[src/rtl/serial_sub_pkg.sv]
// Shared types and defaults for the bit-serial subtractor.
package serial_sub_pkg;
   localparam int WIDTH_DEF = 8;

   typedef enum logic [1:0] {
      IDLE = 2'd0,
      RUN  = 2'd1,
      DONE = 2'd2
   } state_t;
endpackage

[src/rtl/serial_subtractor_if.sv]
// Operand/result handshakes plus the live serial difference stream.
interface serial_subtractor_if #(parameter int WIDTH = 8);
   logic             in_valid;
   logic             in_ready;
   logic [WIDTH-1:0] a;
   logic [WIDTH-1:0] b;
   logic             bin;
   logic             out_valid;
   logic             out_ready;
   logic [WIDTH-1:0] diff;
   logic             bout;
   logic             serial_valid;
   logic             serial_bit;

   modport slave (
      input  in_valid, a, b, bin, out_ready,
      output in_ready, out_valid, diff, bout, serial_valid, serial_bit
   );

   modport master (
      output in_valid, a, b, bin, out_ready,
      input  in_ready, out_valid, diff, bout, serial_valid, serial_bit
   );
endinterface

[src/rtl/full_subtractor_cell.sv]
// One-bit full subtractor: d = x - y - br, bo = borrow out.
module full_subtractor_cell (
   input  logic i_x,
   input  logic i_y,
   input  logic i_br,
   output logic o_d,
   output logic o_bo
);
   assign o_d  = i_x ^ i_y ^ i_br;
   assign o_bo = (~i_x & i_y) | (~(i_x ^ i_y) & i_br);
endmodule

[src/rtl/serial_subtractor.sv]
// Bit-serial A - B - bin, LSB first, one bit per clock through a single cell.
module serial_subtractor
   import serial_sub_pkg::*;
#(
   parameter  int WIDTH = WIDTH_DEF,
   localparam int CNT_W = $clog2(WIDTH)
) (
   input logic          clk,
   input logic          rst_n,
   serial_subtractor_if.slave bus
);
   state_t           r_state;
   logic [WIDTH-1:0] r_sh_a, r_sh_b, r_res, r_diff;
   logic [CNT_W-1:0] r_cnt;
   logic             r_borrow, r_bout;
   logic             r_in_ready, r_out_valid, r_serial_valid;
   logic             w_d, w_bo;

   full_subtractor_cell u_cell (
      .i_x  (r_sh_a[0]),
      .i_y  (r_sh_b[0]),
      .i_br (r_borrow),
      .o_d  (w_d),
      .o_bo (w_bo)
   );

   always_ff @(posedge clk or negedge rst_n) begin
      if (!rst_n) begin
         r_state        <= IDLE;
         r_sh_a         <= '0;
         r_sh_b         <= '0;
         r_res          <= '0;
         r_diff         <= '0;
         r_cnt          <= '0;
         r_borrow       <= 1'b0;
         r_bout         <= 1'b0;
         r_in_ready     <= 1'b1;
         r_out_valid    <= 1'b0;
         r_serial_valid <= 1'b0;
      end else begin
         case (r_state)
            IDLE: begin
               if (bus.in_valid) begin
                  r_sh_a         <= bus.a;
                  r_sh_b         <= bus.b;
                  r_borrow       <= bus.bin;
                  r_cnt          <= '0;
                  r_state        <= RUN;
                  r_in_ready     <= 1'b0;
                  r_serial_valid <= 1'b1;
               end
            end
            RUN: begin
               r_borrow <= w_bo;
               r_sh_a   <= r_sh_a >> 1;
               r_sh_b   <= r_sh_b >> 1;
               r_res    <= {w_d, r_res[WIDTH-1:1]};
               r_cnt    <= r_cnt + 1'b1;
               // Final bit: publish the parallel result so diff stays frozen during RUN.
               if (r_cnt == CNT_W'(WIDTH-1)) begin
                  r_state        <= DONE;
                  r_cnt          <= '0;
                  r_bout         <= w_bo;
                  r_diff         <= {w_d, r_res[WIDTH-1:1]};
                  r_out_valid    <= 1'b1;
                  r_serial_valid <= 1'b0;
               end
            end
            DONE: begin
               if (bus.out_ready) begin
                  r_state     <= IDLE;
                  r_out_valid <= 1'b0;
                  r_in_ready  <= 1'b1;
               end
            end
            default: begin
               r_state        <= IDLE;
               r_in_ready     <= 1'b1;
               r_out_valid    <= 1'b0;
               r_serial_valid <= 1'b0;
            end
         endcase
      end
   end

   assign bus.in_ready     = r_in_ready;
   assign bus.out_valid    = r_out_valid;
   assign bus.diff         = r_diff;
   assign bus.bout         = r_bout;
   assign bus.serial_valid = r_serial_valid;
   assign bus.serial_bit   = r_serial_valid & w_d;
endmodule

[src/flat_wrapper.sv]
// flat-port wrapper written by rule: the top's interface ports become plain ports
module serial_subtractor_flat import serial_sub_pkg::*;
#(
   parameter  int WIDTH = WIDTH_DEF,
   localparam int CNT_W = $clog2(WIDTH)
)
  (clk, rst_n, bus_in_valid, bus_a, bus_b, bus_bin, bus_out_ready, bus_in_ready, bus_out_valid, bus_diff, bus_bout, bus_serial_valid, bus_serial_bit);
  serial_subtractor_if #(.WIDTH(WIDTH)) bus_i ();
  input logic clk;
  input logic rst_n;
  input wire logic [$bits(bus_i.in_valid)-1:0] bus_in_valid;
  input wire logic [$bits(bus_i.a)-1:0] bus_a;
  input wire logic [$bits(bus_i.b)-1:0] bus_b;
  input wire logic [$bits(bus_i.bin)-1:0] bus_bin;
  input wire logic [$bits(bus_i.out_ready)-1:0] bus_out_ready;
  output wire logic [$bits(bus_i.in_ready)-1:0] bus_in_ready;
  output wire logic [$bits(bus_i.out_valid)-1:0] bus_out_valid;
  output wire logic [$bits(bus_i.diff)-1:0] bus_diff;
  output wire logic [$bits(bus_i.bout)-1:0] bus_bout;
  output wire logic [$bits(bus_i.serial_valid)-1:0] bus_serial_valid;
  output wire logic [$bits(bus_i.serial_bit)-1:0] bus_serial_bit;
  assign bus_i.in_valid = bus_in_valid;
  assign bus_i.a = bus_a;
  assign bus_i.b = bus_b;
  assign bus_i.bin = bus_bin;
  assign bus_i.out_ready = bus_out_ready;
  assign bus_in_ready = bus_i.in_ready;
  assign bus_out_valid = bus_i.out_valid;
  assign bus_diff = bus_i.diff;
  assign bus_bout = bus_i.bout;
  assign bus_serial_valid = bus_i.serial_valid;
  assign bus_serial_bit = bus_i.serial_bit;
  serial_subtractor #(.WIDTH(WIDTH)) u_core (.clk(clk), .rst_n(rst_n), .bus(bus_i));
endmodule
[config.mk]
export PLATFORM = sky130hd
export DESIGN_NAME = serial_subtractor_flat
export DESIGN_NICKNAME = d
export VERILOG_FILES = /design/src/rtl/serial_sub_pkg.sv /design/src/rtl/serial_subtractor_if.sv /design/src/rtl/full_subtractor_cell.sv /design/src/rtl/serial_subtractor.sv /design/src/flat_wrapper.sv
export SDC_FILE = /design/constraint.sdc
export NUM_CORES = 1
export LEC_CHECK = 0
export ABC_AREA = 1
export CORE_ASPECT_RATIO = 1.25
export CORE_MARGIN = 5
export CORE_UTILIZATION = 30
export DETAILED_ROUTE_END_ITERATION = 7
export MAX_ROUTING_LAYER = met4
export PLACE_DENSITY = 0.62
export REMOVE_ABC_BUFFERS = 1
export SLEW_MARGIN = 20
export SYNTH_ARGS = -nofsm -noshare
export SYNTH_HDL_FRONTEND = slang
export SYNTH_SLANG_ARGS = --single-unit
[constraint.sdc]
create_clock -name clk -period 1.2 [get_ports clk]
set_input_delay 0.12 -clock clk [delete_from_list [all_inputs] [get_ports clk]]
set_output_delay 0.12 -clock clk [all_outputs]
set_load 0.03 [all_outputs]
==> flow_metrics.py, run 1 <==
metrics = {
    "finish": {
        "area_delta_synth_final_pct": 36.75,
        "final_util": 0.4249,
        "diodes": 0,
        "num-fill-cells": 637,
        "fin_cells": 367,
        "regArea_um2": 1028,
        "drive_above_1_share": 0.2021,
        "multi_input_area_um2": 754.5,
        "layout.nets": 305,
    },
    "floorplanning": {
        "std_cell_rows": 32,
        "initial_core_util": 0.3107,
        "die_x_um": 81.94,
        "die_h_um": 99.92,
        "io_pins": 34,
        "design.core.area_um2": 6246,
        "fp.dieArea_um2": 8187,
    },
    "clocking": {
        "cts_tree": "done",
        "htree_num_levels": 2,
        "cts_root_buf": "clkbuf_8",
        "clock_latency_ns": 0.29,
        "cts_buffers": 5,
        "cts.sinks": 41,
        "clk_pin_slew_worst_paths_ns": 0.07,
        "clk_path_buf_depth": 2,
    },
    "global_route": {
        "antenna_found_initial": 0,
        "grt_max_degree": 18,
        "grt_pass1_vias": 1661,
        "grtUsageMet3": 0.02693,
        "grt_pass1_wl_um": 7355,
        "use_met2": 0.1867,
        "use_met1": 0.1502,
        "grt_overflow": 0,
        "grt_usage": 0.1169,
        "busiest_layer": "met2",
    },
    "synth": {
        "ys_seq_area_frac": 0.5293,
        "synthAdderAreaFrac": 0.02321,
        "synth_xor_area_frac": 0,
        "synth.avg_cell_area_um2": 8.587,
        "synth_warnings": 0,
        "synth_compound_area_frac": 0.04642,
        "synth_top_family_by_area": "simple AND/OR/NAND/NOR gates",
        "netlist_instances": 226,
        "synth_cell_types": 19,
        "synth_seq_cells": 41,
        "muxShareOfSynthArea": 0,
        "synth_simple_gate_area_frac": 0.2914,
        "syn_area_um2": 1941,
    },
    "sta": {
        "worst_pin_slew_ns": 0.3831,
        "final_critical_path_setup_slack_ns": -0.4408,
        "rsz0062_at_grt": "true",
        "finalSetupViolCount": 3,
        "finalCritPeriodShare": 1.367,
        "finalCriticalPeriod_ns": 1.641,
        "clock.fmax_mhz": 609.4,
        "hold_viol": 0,
        "setup_tns_ns": -0.6619,
        "maxSlewViolCount": 0,
        "relSlewSlack": 0.7446,
        "fin_skew_ns": 0.003136,
    },
    "power_and_ir_drop": {
        "swShare": 0.4066,
        "p_int_mw": 3.923,
        "pwr-share-clk": 0.139,
        "p_leak_nw": 1.344,
        "p_sw_mw": 2.688,
        "power_density_nw_per_um2": 2491,
        "total_power_mw": 6.611,
        "combPwrFrac": 0.502,
        "peakVddDrop_v": 0.001065,
        "seqPwrFrac": 0.359,
    },
    "worst_setup_path": {
        "crit_type": "reg2out",
        "crit_required_ns": 1.08,
        "cp_max_fo": 2,
        "worstPathArrival_ns": 1.52,
        "end_kind": "output pin",
        "cp-start-kind": "register",
    },
    "outcome": {
        "violations": "negative setup slack",
        "status": "finished with violations",
    },
    "drt": {
        "drt_iter0_markers": 66,
        "routed-via-count": 1645,
        "postRouteAntennaNets": 0,
        "drc": 0,
        "routedWlPerCell_um": 11.71,
        "drt-total-wl_um": 4296,
        "routed_via_density": 4.482,
        "firstDrtPassIters": 6,
    },
    "run": {
        "maxCapViolCount": 0,
    },
    "place": {
        "dp_hpwl_um": 3087,
        "gp_congestion": 0.7743,
        "placedCellCount": 353,
        "pre_cts_slack_ns": -0.1448,
        "portBuffers": 33,
    },
    "worst_hold_path": {
        "hold_path.class": "in2async",
    },
}
[synthesized netlist by cell type]
| cell type | count | area share |
|---|---|---|
| nor2_1 | 2 | 0.0039 |
| buf_6 | 3 | 0.017 |
| buf_2 | 1 | 0.0026 |
| nor2_8 | 1 | 0.010 |
| clkbuf_1 | 2 | 0.0039 |
| o21ai_1 | 8 | 0.021 |
| nand2_2 | 1 | 0.0032 |
| dfrtp_1 | 40 | 0.52 |
| nand3_1 | 47 | 0.12 |
| inv_4 | 2 | 0.0064 |
| ha_1 | 2 | 0.013 |
| nand4_1 | 6 | 0.019 |
| fa_1 | 1 | 0.010 |
| o21ai_0 | 10 | 0.026 |
| nand2_4 | 3 | 0.017 |
| nand2_1 | 60 | 0.12 |
| inv_1 | 31 | 0.060 |
| buf_4 | 5 | 0.019 |
| dfstp_2 | 1 | 0.014 |
[registers in the layout, indices dropped and copies added (netlist names)]
signal	cells
u_core.bus.diff	8
u_core.r_borrow	1
u_core.bus.out_valid	1
u_core.r_state	2
u_core.bus.serial_valid	1
u_core.bus.bout	1
u_core.r_res	7
u_core.r_sh_b	8
u_core.r_cnt	3
u_core.bus.in_ready	1
u_core.r_sh_a	8
[final cells by class]
class,count,share of cell area
Multi-Input combinational cell,142,0.2843
Clock buffer,8,0.03395
Timing Repair Buffer,58,0.2046
Sequential cell,41,0.3876
Tap cell,85,0.04008
Inverter,33,0.04950
[cells in the final DEF, fill, tap and decap left out, types with 2 or more instances in the layout]
cell	synthesis	final
buf_12	0	3
buf_4	5	23
buf_6	3	3
clkbuf_1	2	2
clkbuf_8	0	6
clkdlybuf4s15_1	0	4
clkdlybuf4s50_1	0	19
dfrtp_1	40	39
dlygate4sd2_1	0	3
inv_1	31	27
inv_2	0	4
nand2_1	60	60
nand2_4	3	4
nand3_1	47	46
nand4_1	6	6
o21ai_0	10	7
o21ai_1	8	10
[power groups by stage]
stage                     clock network (mW)  logic, mW  registers (mW)
after CTS                              0.955       3.09            2.36
after floorplan                            0       1.50            2.67
after global placement                     0       2.99            2.36
after global routing                    1.00       3.73            2.45
after detailed placement                   0       3.06            2.37
final                                  0.918       3.32            2.37
[stage by stage]
stage / area (um2) / hold WS (ns)
final: 2654 / 0.2769
after global routing: 2654 / 0.3168
after CTS: 2584 / 0.2795
after detailed placement: 2464 / 0.06037
after global placement: 2464 / 0.06071
after floorplan: 1857 / -0.1756
[per-layer routing]
metal / up-vias / share of wire
li1: 830 / -
met1: 765 / 0.47
met2: 43 / 0.47
met3: 7 / 0.050
met4: 0 / 0.010
met5: - / 0
[kinds of logic after synthesis]
kind of cell,Yosys count
AND/OR/NAND/NOR,120
AO/OA/AOI/OAI,18
buffers and inverters,44
flip-flops,41
adder cells (fa/ha/maj),3
[path summary, 6_finish.rpt]
path | cells past startpoint | start | endpoint | slack, ns
min in group clk | 3 | bus_b[7] | u_core.r_sh_b[7]$_DFFE_PN0P_ | 0.37
worst max-delay path | 5 | u_core.r_sh_b[0]$_DFFE_PN0P_ | bus_serial_bit | -0.44
worst min register to register | 2 | u_core.bus.in_ready$_DFFE_PN1P_ | u_core.bus.in_ready$_DFFE_PN1P_ | 0.46
worst max register to register | 5 | u_core.r_sh_b[0]$_DFFE_PN0P_ | u_core.r_res[7]$_DFFE_PN0N_ | -0.12
max in group asynchronous | 3 | rst_n | u_core.r_sh_a[5]$_DFFE_PN0P_ | 0.45
worst min-delay path | 2 | rst_n | u_core.bus.diff[1]$_DFFE_PN0P_ | 0.28
[worst max-delay path: stages, from the launching register on]
cell and delay [ns]:
dfrtp_1 0.37, inv_2 0.05, fa_2 0.58, nand2_1 0.06, inv_2 0.05, buf_6 0.12
[timing repair]
item / CTS / global route
pin swaps: 4 / 6
resized for setup: 16 / 20
hold buffers: 1 / 0
endpoints found under the setup margin: 23 / 21
cloned: 1 / 0
hold endpoints to repair: 13 / 0
buffers inserted: 0 / 4
No activity file was read; power rests on OpenSTA's default activity.
==> inputs of run 2 (changes only) <==
--- a/config.mk
+++ b/config.mk
@@ -5,13 +5,13 @@
 export SDC_FILE = /design/constraint.sdc
 export NUM_CORES = 1
 export LEC_CHECK = 0
-export ABC_AREA = 1
 export CORE_ASPECT_RATIO = 1.25
 export CORE_MARGIN = 5
 export CORE_UTILIZATION = 30
+export CTS_CLUSTER_SIZE = 28
 export DETAILED_ROUTE_END_ITERATION = 7
 export MAX_ROUTING_LAYER = met4
-export PLACE_DENSITY = 0.62
+export PLACE_DENSITY = 0.6
 export REMOVE_ABC_BUFFERS = 1
 export SLEW_MARGIN = 20
 export SYNTH_ARGS = -nofsm -noshare
==> run 2 against run 1 <==
The flow still finishes with violations (negative setup slack). Synthesized area shrank 5.8%. Sequential cell count is the same. Design area grew 11%. Critical path type unchanged. Largest cell class unchanged. Largest power group unchanged.
==> flow_metrics.py, run 2 <==
metrics = {
    "sta": {
        "finalCritPeriodShare": 1.394,
        "finalSetupViolCount": 26,
        "final_critical_path_setup_slack_ns": -0.4726,
        "hold_slack_ns": 0.3088,
        "hold_viol": 0,
        "worst_pin_slew_ns": 0.5097,
        "clock.fmax_mhz": 597.9,
        "rsz0062_at_grt": "true",
        "fin_skew_ns": 0.01641,
        "finalCriticalPeriod_ns": 1.673,
        "maxSlewViolCount": 0,
        "relSlewSlack": 0.6602,
    },
    "finish": {
        "multi_input_area_um2": 996.0,
        "layout_common_cells": "38 x dfrtp_1, 22 x buf_4, 19 x clkdlybuf4s50_1",
        "layout.nets": 241,
        "diodes": 0,
        "area_delta_synth_final_pct": 61.60,
        "regArea_um2": 1030,
        "final_util": 0.5044,
        "final_area_um2": 2954,
        "final_common_cell": "dfrtp_1",
        "num-fill-cells": 517,
        "drive_above_1_share": 0.4771,
    },
    "synth": {
        "synth_simple_gate_area_frac": 0.1629,
        "synth_warnings": 0,
        "yosysTopAreaCell": "dfrtp_1",
        "ys_seq_area_frac": 0.5619,
        "ys.flop_type": "dfrtp_1",
        "synth_area_leaders": "dfrtp_1 55%, o221a_2 8.6%, nand2_1 6.0%",
        "synth_seq_cells": 41,
        "synth_edf_count": 0,
        "synthAdderAreaFrac": 0.02464,
        "synth_cell_types": 28,
        "yosys.cell_count.top_type": "dfrtp_1",
        "ys_async_sr_fraction": 1.000,
        "synth_xor_area_frac": 0,
        "syn_area_um2": 1828,
        "synth.avg_cell_area_um2": 12.03,
        "synth_compound_area_frac": 0.1417,
        "synth_top_family_by_area": "simple AND/OR/NAND/NOR gates",
        "muxShareOfSynthArea": 0.06366,
        "yosysTopAreaCellShare": 0.5476,
        "synth_common_cells": "40 x dfrtp_1, 29 x nand2_1, 14 x nand3b_1, 14 x o221a_2, 7 x mux2_4",
        "netlist_instances": 152,
    },
    "clocking": {
        "cts.sinks": 41,
        "cts_root_buf": "clkbuf_8",
        "clk_pin_slew_worst_paths_ns": 0.09,
        "cts_tree": "done",
        "clk_path_buf_depth": 2,
        "htree_num_levels": 2,
        "cts_buffers": 5,
        "clock_latency_ns": 0.31,
    },
    "worst_setup_path": {
        "crit_required_ns": 1.08,
        "crit_type": "reg2out",
        "crit_family": "adder cells",
        "slowest_delay_ns": 0.58,
        "path_buf_inv": 1,
        "crit_chain": "fa_2 -> and2_4 -> buf_6",
        "cp_slowest_cell": "fa_2",
        "end_kind": "output pin",
        "cp_max_fo": 3,
        "cp-start-kind": "register",
        "worstPathArrival_ns": 1.55,
    },
    "place": {
        "gp_congestion": 0.7269,
        "placed_area_um2": 2351,
        "portBuffers": 33,
        "dp_hpwl_um": 2680,
    },
    "drt": {
        "routed-via-count": 1417,
        "postRouteAntennaNets": 0,
        "drt_iter0_markers": 51,
        "drc": 0,
        "firstDrtPassIters": 5,
        "routedWlPerCell_um": 15.25,
        "routed_via_density": 4.723,
        "drt-total-wl_um": 4574,
    },
    "power_and_ir_drop": {
        "pwr-share-clk": 0.143,
        "swShare": 0.3651,
        "p_int_mw": 5.287,
        "p_leak_nw": 1.335,
        "total_power_mw": 8.328,
        "p_sw_mw": 3.041,
        "combPwrFrac": 0.543,
        "seqPwrFrac": 0.313,
        "peakVddDrop_v": 0.001103,
        "power_density_nw_per_um2": 2819,
    },
    "floorplanning": {
        "design.core.area_um2": 5857,
        "die_h_um": 97.28,
        "io_pins": 34,
        "die_x_um": 79.82,
        "initial_core_util": 0.3121,
        "std_cell_rows": 31,
        "fp.dieArea_um2": 7764,
    },
    "worst_hold_path": {
        "hold_path.class": "in2async",
    },
    "outcome": {
        "violations": "negative setup slack",
        "status": "finished with violations",
    },
    "global_route": {
        "grt_max_degree": 22,
        "grt_overflow": 0,
        "antenna_found_initial": 0,
        "grt_pass1_wl_um": 6775,
        "grt_usage": 0.1132,
        "grt_pass1_vias": 1445,
    },
    "run": {
        "maxCapViolCount": 0,
    },
}
## run 2: cell count changes after synthesis, sizes merged, moves of 6 or more
cell,previous run,this run
nand2,64,29
mux2,0,8
nand3b,0,15
nand3,47,0
nand4,6,0
inv,33,4
o221a,0,14
o21ai,18,6
## run 2: repair_timing
item	in CTS	in global routing
hold buffers	1	0
hold endpoints to repair	18	0
endpoints found under the setup margin	45	46
pin swaps	6	29
gates resized for setup	32	58
buffers inserted	8	2
cloned	1	3
## run 2: routing by layer
layer | global-route usage | up-vias | part of all wire
li1 | - | 675 | -
met1 | 0.1357 | 699 | 0.41
met2 | 0.1865 | 37 | 0.52
met3 | 0.03340 | 6 | 0.050
met4 | 0.02731 | 0 | 0.012
met5 | - | - | 0
## run 2: worst paths after layout
check                                             startpoint                        endpoint  slack (ns)  cells past startpoint
max in group asynchronous                              rst_n     u_core.r_res[2]$_DFFE_PN0N_        0.38                      3
worst min register to register   u_core.r_res[1]$_DFFE_PN0N_     u_core.r_res[1]$_DFFE_PN0N_        0.49                      2
worst max register to register   u_core.r_cnt[1]$_DFFE_PN0P_  u_core.bus.diff[2]$_DFFE_PN0P_       -0.16                      4
min in group clk                                    bus_b[7]    u_core.r_sh_b[7]$_DFFE_PN0P_        0.35                      3
worst max-delay path            u_core.r_sh_a[0]$_DFFE_PN0P_                  bus_serial_bit       -0.47                      3
worst min-delay path                                   rst_n  u_core.bus.diff[7]$_DFFE_PN0P_        0.31                      2
## run 2: power by group through the flow
stage                     Sequential [mW]  Clock [mW]  Combinational [mW]
after floorplan                      2.76           0                1.52
after detailed placement             2.48           0                3.11
after global routing                 2.69        1.27                4.83
final                                2.61        1.20                4.52
after global placement               2.48           0                3.04
after CTS                            2.47        1.20                3.50
## run 2: cell families (layout without fill, tap and decap cells)
family,after synthesis,count (layout)
muxes,8,8
DFF,41,41
and+or+nand+nor,56,57
AOI/OAI and AO/OA,30,30
buffers and inverters,14,79
adders and majority gates,3,3
## run 2: worst reg2reg max path, stage by stage, from the launching register on
cell and delay, ns:
dfrtp_1 0.40, ha_2 0.20, ha_4 0.19, nand3b_4 0.14
mux2_4 0.31
## run 2: cell type report
class / instances / share of cell area
Sequential cell: 41 / 0.3486
Multi-Input combinational cell: 98 / 0.3371
Tap cell: 82 / 0.03473
Inverter: 4 / 0.005083
Timing Repair Buffer: 67 / 0.2338
Clock inverter: 2 / 0.01271
Clock buffer: 6 / 0.02795
## run 2: through the flow
stage,std cells,setup slack [ns],TNS [ns]
2_1_floorplan,142,-0.2380,-5.291
3_3_place_gp,277,-0.3448,-8.577
3_5_place_dp,277,-0.3837,-9.222
4_1_cts,295,-0.4928,-1.531
5_1_grt,300,-0.5173,-3.446
6_report,300,-0.4726,-2.151
